[src/rtl/tone_player_pkg.sv]
// Shared types and tables for tone_player: FSM states, octave-0
// half-period table at 12 MHz, rest codes and tick divider helper.
package tone_pkg;

  typedef enum logic [1:0] {
    IDLE = 2'd0,
    PLAY = 2'd1,
    GAP  = 2'd2
  } state_t;

  localparam logic [3:0] REST_MIN = 4'd12;
  localparam logic [3:0] REST_MAX = 4'd15;

  // Half-period in cycles of C0..B0 at 12 MHz
  localparam logic [18:0] HP_TABLE [0:11] = '{
    19'd366972, 19'd346420, 19'd326975, 19'd308483,
    19'd291262, 19'd274851, 19'd259516, 19'd244898,
    19'd231125, 19'd218182, 19'd205903, 19'd194363
  };

  function automatic int unsigned tick_div(
    input int unsigned clk_hz,
    input int unsigned tick_hz
  );
    return clk_hz / tick_hz;
  endfunction

  function automatic logic [18:0] half_period(
    input logic [3:0] code,
    input logic [2:0] oct
  );
    if (code >= REST_MIN)
      return '0;
    return HP_TABLE[code] >> oct;
  endfunction

endpackage

[src/rtl/tone_player_tick_gen.sv]
// Duration tick strobe: one-cycle pulse every DIV cycles,
// restarted from zero by clear.
module tick_gen #(
  parameter int unsigned DIV = 120000
) (
  input  logic clk,
  input  logic rst_n,
  input  logic clear,
  output logic tick
);

  localparam int W = (DIV > 1) ? $clog2(DIV) : 1;
  localparam logic [W-1:0] LAST = W'(DIV - 1);

  logic [W-1:0] cnt;

  assign tick = (cnt == LAST);

  always_ff @(posedge clk or negedge rst_n) begin
    if (!rst_n)
      cnt <= '0;
    else if (clear || tick)
      cnt <= '0;
    else
      cnt <= cnt + W'(1);
  end

endmodule

[src/rtl/tone_player.sv]
// Square-wave note player with valid/ready command intake.
// Define TONE_PLAYER_GAP_EN for a one-tick silent gap after each note.
module tone_player #(
  parameter int unsigned CLK_HZ  = 12000000,
  parameter int unsigned TICK_HZ = 100
) (
  input  logic       clk,
  input  logic       rst_n,
  input  logic       note_valid,
  output logic       note_ready,
  input  logic [3:0] note_code,
  input  logic [2:0] note_oct,
  input  logic [7:0] note_dur,
  output logic       speaker,
  output logic       busy,
  output logic       done
);

  import tone_pkg::*;

  localparam int unsigned DIV = tick_div(CLK_HZ, TICK_HZ);

  state_t      state;
  state_t      state_nx;
  logic        armed;
  logic        rest;
  logic [18:0] hp;
  logic [18:0] hp_cnt;
  logic [7:0]  dur;
  logic [7:0]  tcnt;
  logic        tick;
  logic        tclr;
  logic        accept;
  logic        play_end;

  assign note_ready = armed & (state == IDLE);
  assign accept     = note_valid & note_ready;
  assign busy       = (state != IDLE);
  assign play_end   = (state == PLAY) &
                      ((dur == 8'd0) |
                       (tick & (tcnt + 8'd1 == dur)));

`ifdef TONE_PLAYER_GAP_EN
  assign tclr = accept | play_end;
`else
  assign tclr = accept;
`endif

  tick_gen #(
    .DIV (DIV)
  ) u_tick (
    .clk   (clk),
    .rst_n (rst_n),
    .clear (tclr),
    .tick  (tick)
  );

  always_comb begin
    state_nx = state;
    done     = 1'b0;
    unique case (state)
      IDLE: if (accept) state_nx = PLAY;
      PLAY: if (play_end) begin
`ifdef TONE_PLAYER_GAP_EN
        state_nx = GAP;
`else
        state_nx = IDLE;
        done     = 1'b1;
`endif
      end
`ifdef TONE_PLAYER_GAP_EN
      GAP: if (tick) begin
        state_nx = IDLE;
        done     = 1'b1;
      end
`endif
      default: state_nx = IDLE;
    endcase
  end

  always_ff @(posedge clk or negedge rst_n) begin
    if (!rst_n)
      state <= IDLE;
    else
      state <= state_nx;
  end

  always_ff @(posedge clk or negedge rst_n) begin
    if (!rst_n) begin
      armed   <= 1'b0;
      rest    <= 1'b0;
      hp      <= '0;
      hp_cnt  <= '0;
      dur     <= '0;
      tcnt    <= '0;
      speaker <= 1'b0;
    end else begin
      armed <= 1'b1;
      if (accept) begin
        rest    <= (note_code >= REST_MIN);
        hp      <= half_period(note_code, note_oct);
        dur     <= note_dur;
        hp_cnt  <= '0;
        tcnt    <= '0;
        speaker <= 1'b0;
      end else if (state == PLAY) begin
        if (play_end) begin
          speaker <= 1'b0;
        end else begin
          if (tick)
            tcnt <= tcnt + 8'd1;
          if (!rest) begin
            if (hp_cnt == hp - 19'd1) begin
              speaker <= ~speaker;
              hp_cnt  <= '0;
            end else begin
              hp_cnt <= hp_cnt + 19'd1;
            end
          end
        end
      end
    end
  end

endmodule

[config.mk]
export PLATFORM = sky130hd
export DESIGN_NAME = tone_player
export DESIGN_NICKNAME = d
export VERILOG_FILES = /design/src/rtl/tone_player_pkg.sv /design/src/rtl/tone_player_tick_gen.sv /design/src/rtl/tone_player.sv
export SDC_FILE = /design/constraint.sdc
export NUM_CORES = 1
export LEC_CHECK = 0
export BUFFER_PORTS_ARGS = -buffer_cell sky130_fd_sc_hd__clkbuf_2
export CORE_MARGIN = 2
export CORE_UTILIZATION = 50
export DETAILED_ROUTE_END_ITERATION = 8
export GPL_TIMING_DRIVEN = 0
export PLACE_DENSITY = 0.7
export SLEW_MARGIN = 30
export SYNTH_ARGS = -nofsm -noshare
export SYNTH_HDL_FRONTEND = slang
export SYNTH_SLANG_ARGS = --single-unit
[constraint.sdc]
create_clock -name clk -period 5.08 [get_ports clk]
set_input_delay 0.254 -clock clk [delete_from_list [all_inputs] [get_ports clk]]
set_output_delay 0.254 -clock clk [all_outputs]
set_load 0.005 [all_outputs]
; Yosys cells after proc, flatten, opt, wreduce, memory -nomap -nowiden
; Memory sizes are Yosys's and may differ from the RTL's.
; Cells that the tools add are included.
[totals]
mem_count = 1
in_bits = 18
rom_bits = 304
out_inout_bits = 4
register_bits = 76
word_cells = 70
[mem_list]
columns = name, depth, width, read_ports, rd_clocked_by_memory_dff, write_ports, line
row1 = (no name shown), 16, 19, 1, 0, 0, tone_player_pkg.sv:34  ; return HP_TABLE[code] >> oct;
[classes]
n_shift = 1
n_reduce_logical = 11
mux = 26
bitwise = 7
n_addsub = 4
n_lt_le_gt_ge = 2
eq_ne = 9
[ops]
columns = cell, count
row1 = 19-bit two-way mux, 9
row2 = 8-bit two-way mux, 4
row3 = "19-bit by 1-bit adder with 19-bit output, second input constant", 1
row4 = 19-bit == test, 1
row5 = 19-bit by 3-bit >> shifter with 19-bit output, 1
row6 = "19-bit by 1-bit subtractor with 19-bit output, second input constant", 1
row7 = "17-bit by 1-bit adder with 17-bit output, second input constant", 1
row8 = "17-bit == test, second input constant", 1
row9 = 17-bit two-way mux, 1
row10 = 1-bit two-way mux, 9
row11 = 3-bit AND reduction, 3
row12 = "8-bit by 1-bit adder with 8-bit output, second input constant", 1
row13 = 8-bit == test, 1
row14 = 8-bit zero test, 1
row15 = "2-bit by 1-bit inequality test with 1-bit output, second input constant", 3
row16 = 2-bit nonzero test, 3
row17 = "5-bit >= comparator, second input constant", 1
row18 = 4-bit inverter with 5-bit output, 1
row19 = 1-bit AND, 4
row20 = "4-bit >= comparator, second input constant", 1
row21 = 2-bit two-way mux, 2
row22 = 2-bit one-hot mux with 2 select lines, 1
row23 = "3-bit by 1-bit inequality test with 1-bit output, second input constant", 1
row24 = 3-bit nonzero test, 1
row25 = 7 further kinds, 7

; Depth between registers and ports, before layout
[logic_depth]
depth_word = 8
mapped_depth = 12

; Modules after synthesis
; From an unflattened synthesis, not the netlist that was laid out.
[unflattened]
cells_unflattened = 624
area_unflattened_um2 = 5373.9
[modules_own_cells]
columns = module, area_each_um2, instances, cells_each, seq_area_each_um2
row1 = tone_player, 4518.1, 1, 538, 1451.4
row2 = tick_gen, 855.8, 1, 86, 425.4

; Least setup slack after synthesis
; OpenSTA, ideal clock, no wires.
[synth_timing]
path_type = register -> register
from = register hp[9]
to = register hp_cnt[11]
n_path_buf = 3
setup_ns = 0.121
path_slack_ns = 2.107
required_time_ns = 4.959
period_less_slack_ns = 2.973
t_arrival_ns = 2.852
path_stages_with_launch = 12
path_cell_list = dfrtp_1 -> buf_6 -> or4_4 -> or4_4 -> nor3_1 -> xnor2_1 -> nand4_1 -> o31ai_4 -> nor2b_2 -> buf_6 -> buf_12 -> a22o_1
[synth_via]
elab_chain_cells = 7
[synth_rtl]
columns = item, line
row1 = from (decl), tone_player.sv:27  ; logic [18:0] hp;
row2 = from (signal assigned), tone_player.sv:101  ; hp <= half_period(note_code, note_oct);
row3 = 19-bit by 1-bit subtractor with 19-bit output, tone_player.sv:113  ; if (hp_cnt == hp - 19'd1) begin
row4 = 19-bit == test, tone_player.sv:113
row5 = 19-bit two-way mux, tone_player.sv:113
row6 = 19-bit two-way mux, tone_player.sv:112  ; if (!rest) begin
row7 = 19-bit two-way mux, tone_player.sv:107  ; if (play_end) begin
row8 = 19-bit two-way mux, tone_player.sv:106  ; end else if (state == PLAY) begin
row9 = 19-bit two-way mux, tone_player.sv:99  ; if (accept) begin
row10 = to (signal assigned), tone_player.sv:117  ; hp_cnt <= hp_cnt + 19'd1;
row11 = to (decl), tone_player.sv:28  ; logic [18:0] hp_cnt;
; No other way between the ends. The select of a mux whose other input is x is not followed.
; A chain may end at the register's enable or synchronous reset.

; Worst setup path after layout
[layout_timing]
from = register hp[0]
to = register hp_cnt[9]
; The elaborated chain is that of the path after synthesis.

==> summary.md <==
| Metric | Value |
|---|---|
| Outcome | finished clean |
| Post-Syn Nets | 638 |
| DR WL/cell | 15.3 µm |
| Nets | 668 |
| Async S/R FF share, synth | 100% |
| Transition time at the pin with the least slew margin | 686 ps |
| Crit path kind | register to register |
| Detailed Route Iter0 Violations | 228 |
| Top cell type by total area after synthesis | dfrtp_1 |
| RSZ-0062 raised after global routing | false |
| CORE AREA | between 10,000 and 15,000 µm² |
| Die X | about 110 µm |
| Register area | around 1900 µm² |
| Reg-to-reg critical path endpoint | hp_cnt[9]$_DFFE_PN0P_ |
| Share of layout cells above drive strength 1 | 10.1% |
| Min Tclk post-route | 3600 ps |
| Inst Count DP | 762 |
| Drt pass-1 iters | 4 |
| Switch share | about two fifths |
| PostCTS Resize Cnt | 0 |
| Hold crit path type | input port to register |
| Vias in the first global route | around 4,300 |
| H-Tree Level Count | 3 |
| Top cell types by occurrence after synthesis | 75 x dfrtp_1, 67 x nand2_1, 54 x nor2_1 |
| CP Capture Type | register |
| Main synth FF type | dfrtp_1 |
| Startpoint Class | register |
| Highest clock rate | 278 MHz |
| Clk sink count | between 70 and 80 |
| Utilization after layout | 55.5% |
| Initial antenna violation count | 0 |
| Clock Latency Late Sink | 350 ps |
| Slew margin rel. | between 50% and 60% |
| R2r setup slk | 1480 ps |
| Synthesized area per cell | around 8.6 µm² |
| Post-route DRC | 0 |
| GRT overflow | 0 |
| Number of vias per cell | between 5 and 6 |
| Drt total wl | 11,900 µm |
| R2r startpoint | hp[0]$_DFFE_PN0P_ |
| Hold path cells | 3 |
| NetSw | roughly 0.96 mW |
| Clock Tree Root | clkbuf_8 |
| CTS tree | yes |
| Num CTS Buffers | 9 |
| Most frequent cell after synthesis | dfrtp_1 |
| Clock power frac | 18.3% |
| Final worst-path cycle share | between 70% and 80% |
| Worst-path maximum fanout | 10 |
| Tot GR Track Use | around 22% |
| Ports | 22 |
| Die area | 11,300 µm² |
| Skew final | 21.4 ps |
| DIE HEIGHT | 106 µm |
| Pwr per Cell Area | 418 nW/µm² |
| Worst r2r path cells | 10 |
| Routability congestion estimate | 0.923 |
| Multi-input gate area | 3110 µm² |
| Top cells by area, synth | dfrtp_1 36%, nand2_1 4.8%, mux2i_1 4.4%, o21ai_0 4.2%, xnor2_1 4.2% |
| Hold Startpoint | note_dur[5] |
| Diode count | 0 |
| CTS Buffer Depth | 2 |
| Share of the yosys chip area belonging to registers | a little over a third |
| Synth Instances | 608 |
| Number of flops mapped to enable cells by yosys | 0 |
| Crit path DAT | 3830 ps |
| Post-CTS Repair Setup Buffers | 0 |
| Sum Neg Setup Slack | 0 ps |
| Routed vias | 4,473 |
| Synth unique cells | 68 |
| Max-capacitance violation count | 0 |
| Peak supply drop | ~0.18 mV |
| Synth Register Bits | 75 |
| Leakage | 2.55 nW |
| Largest net degree at the start of global routing | 76 |
| Design Power | 2.38 mW |
| Post-CTS Hold Buffers | 1 |
| Yosys warns | 0 |
| Syn-to-layout area delta | 8.92% |
| Worst EP required | between 5000 and 6000 ps |
| Post-detail-place hpwl | 8930 µm |
| Post-Syn Area | ~5200 µm² |
| Hold EP | dur[5]$_DFFE_PN0P_ |
| Final Non-Filler Cells | 779 |
| Int Power | 1.42 mW |
| Part of the power in registers | between 30% and 40% |
| Setup violators final | 0 |
| First-pass GRT wire length | 20,100 µm |
| Initial Util | 51.0% |
| Final hold violation count | 0 |
| Post-route ant nets | 0 |
| Fill count | 938 |
| PortBufs | 18 |
| Final Slew Violations | 0 |
| Clock slew at the register clock pins of the worst setup and hold paths | 90 ps |
| Row count | 37 |
| Combinational Power Share | 41.9% |
| Post-synth top area share | 36.0% |
[cell usage in the layout, fill, tap and decap left out, types with 3 or more instances in the layout]
cell type,synthesis,final
nor3_1,18,18
and3_1,20,20
mux2_2,6,6
a221oi_1,3,3
or4_4,3,3
or3_1,4,4
o31ai_1,7,7
clkbuf_8,0,12
nor3b_1,3,3
nand2b_1,6,6
and2_1,3,3
clkbuf_2,0,17
dfrtp_1,75,75
a31oi_1,3,3
xnor2_1,25,25
clkbuf_1,25,25
nor4_1,4,4
mux2i_1,23,23
nand2_1,67,67
o22ai_1,6,6
a21o_1,7,7
a21oi_1,20,20
a211oi_1,3,3
o221ai_1,3,3
o21ai_0,44,44
o41ai_1,3,3
ha_1,12,12
nor2b_1,16,16
nand3_1,24,24
xor2_1,21,21
a22o_2,7,7
nor2_1,54,54
o211ai_1,8,8
a22o_1,18,18
nand4_1,4,4
or4_1,4,4
inv_1,19,19
[sequential cells by signal, indices dropped and copies added (netlist names)]
signal / flops
hp_cnt: 19
armed: 1
rest: 1
dur: 8
tcnt: 8
hp: 19
state: 1
speaker: 1
u_tick.cnt: 17
[power groups by stage]
stage	combinational [mW]	sequential (mW)	clock, mW
floorplan	0.799	0.895	0
global placement	0.956	0.942	0
detailed placement	0.990	0.954	0
CTS	0.995	0.943	0.444
global route	1.11	0.974	0.467
finish	0.996	0.946	0.434
[final cells by class]
cell class | count | share of cell area, %
multi-input cells | 480 | 54.7
flip-flops and latches | 75 | 33.0
well taps | 136 | 2.99
plain buffers | 32 | 2.71
clock buffers | 11 | 2.66
repair buffers | 19 | 1.92
inverters | 21 | 1.39
clock inverters | 5 | 0.617
[routing by layer]
layer  global-route usage (%)  routed length, µm  vias to the layer above
met1                     29.9               5760                     2161
met4                     7.33                161                        0
met2                     35.1               5630                       60
met3                     3.00                327                       10
met5                        0                  0                        -
li1                         -                  -                     2242
[kinds of logic after synthesis]
family | after synthesis | share of synthesized area [%]
fa+ha+maj | 12 | 2.88
flops | 75 | 36.0
xor+xnor | 46 | 7.72
mux | 29 | 5.71
other cells | 1 | 0.0719
compound gates | 145 | 19.0
buf+inv | 53 | 4.46
simple gates | 247 | 24.2
[critical path: stages, from the launching register on]
cell and delay, ps:
dfrtp_1 480, inv_1 90, ha_1 250, nor3b_1 520
nand3_1 350, o41ai_1 430, nand4_1 280, o31ai_4 470
buf_2 300, o21ai_0 120, a22o_1 200
[worst max path at each step]
| stage | start | endpoint | slack (ps) |
|---|---|---|---|
| floorplan | hp[9]$_DFFE_PN0P_ | hp_cnt[11]$_DFFE_PN0P_ | 2110 |
| global placement | hp[0]$_DFFE_PN0P_ | hp_cnt[10]$_DFFE_PN0P_ | 1590 |
| detailed placement | hp[0]$_DFFE_PN0P_ | hp_cnt[9]$_DFFE_PN0P_ | 1500 |
| CTS | hp[0]$_DFFE_PN0P_ | hp_cnt[9]$_DFFE_PN0P_ | 1460 |
| global route | hp[0]$_DFFE_PN0P_ | hp_cnt[9]$_DFFE_PN0P_ | 1220 |
| finish | hp[0]$_DFFE_PN0P_ | hp_cnt[9]$_DFFE_PN0P_ | 1480 |
[through the flow]
step	worst slack [ps]	hold slack, ps	cell area, µm²
floorplan	2110	-41.6	5220
global placement	1590	443	5480
detailed placement	1500	313	5490
CTS	1460	79.1	5680
global route	1220	90.1	5680
finish	1480	94.1	5680
Note: power is estimated with default switching activity, not from simulation.
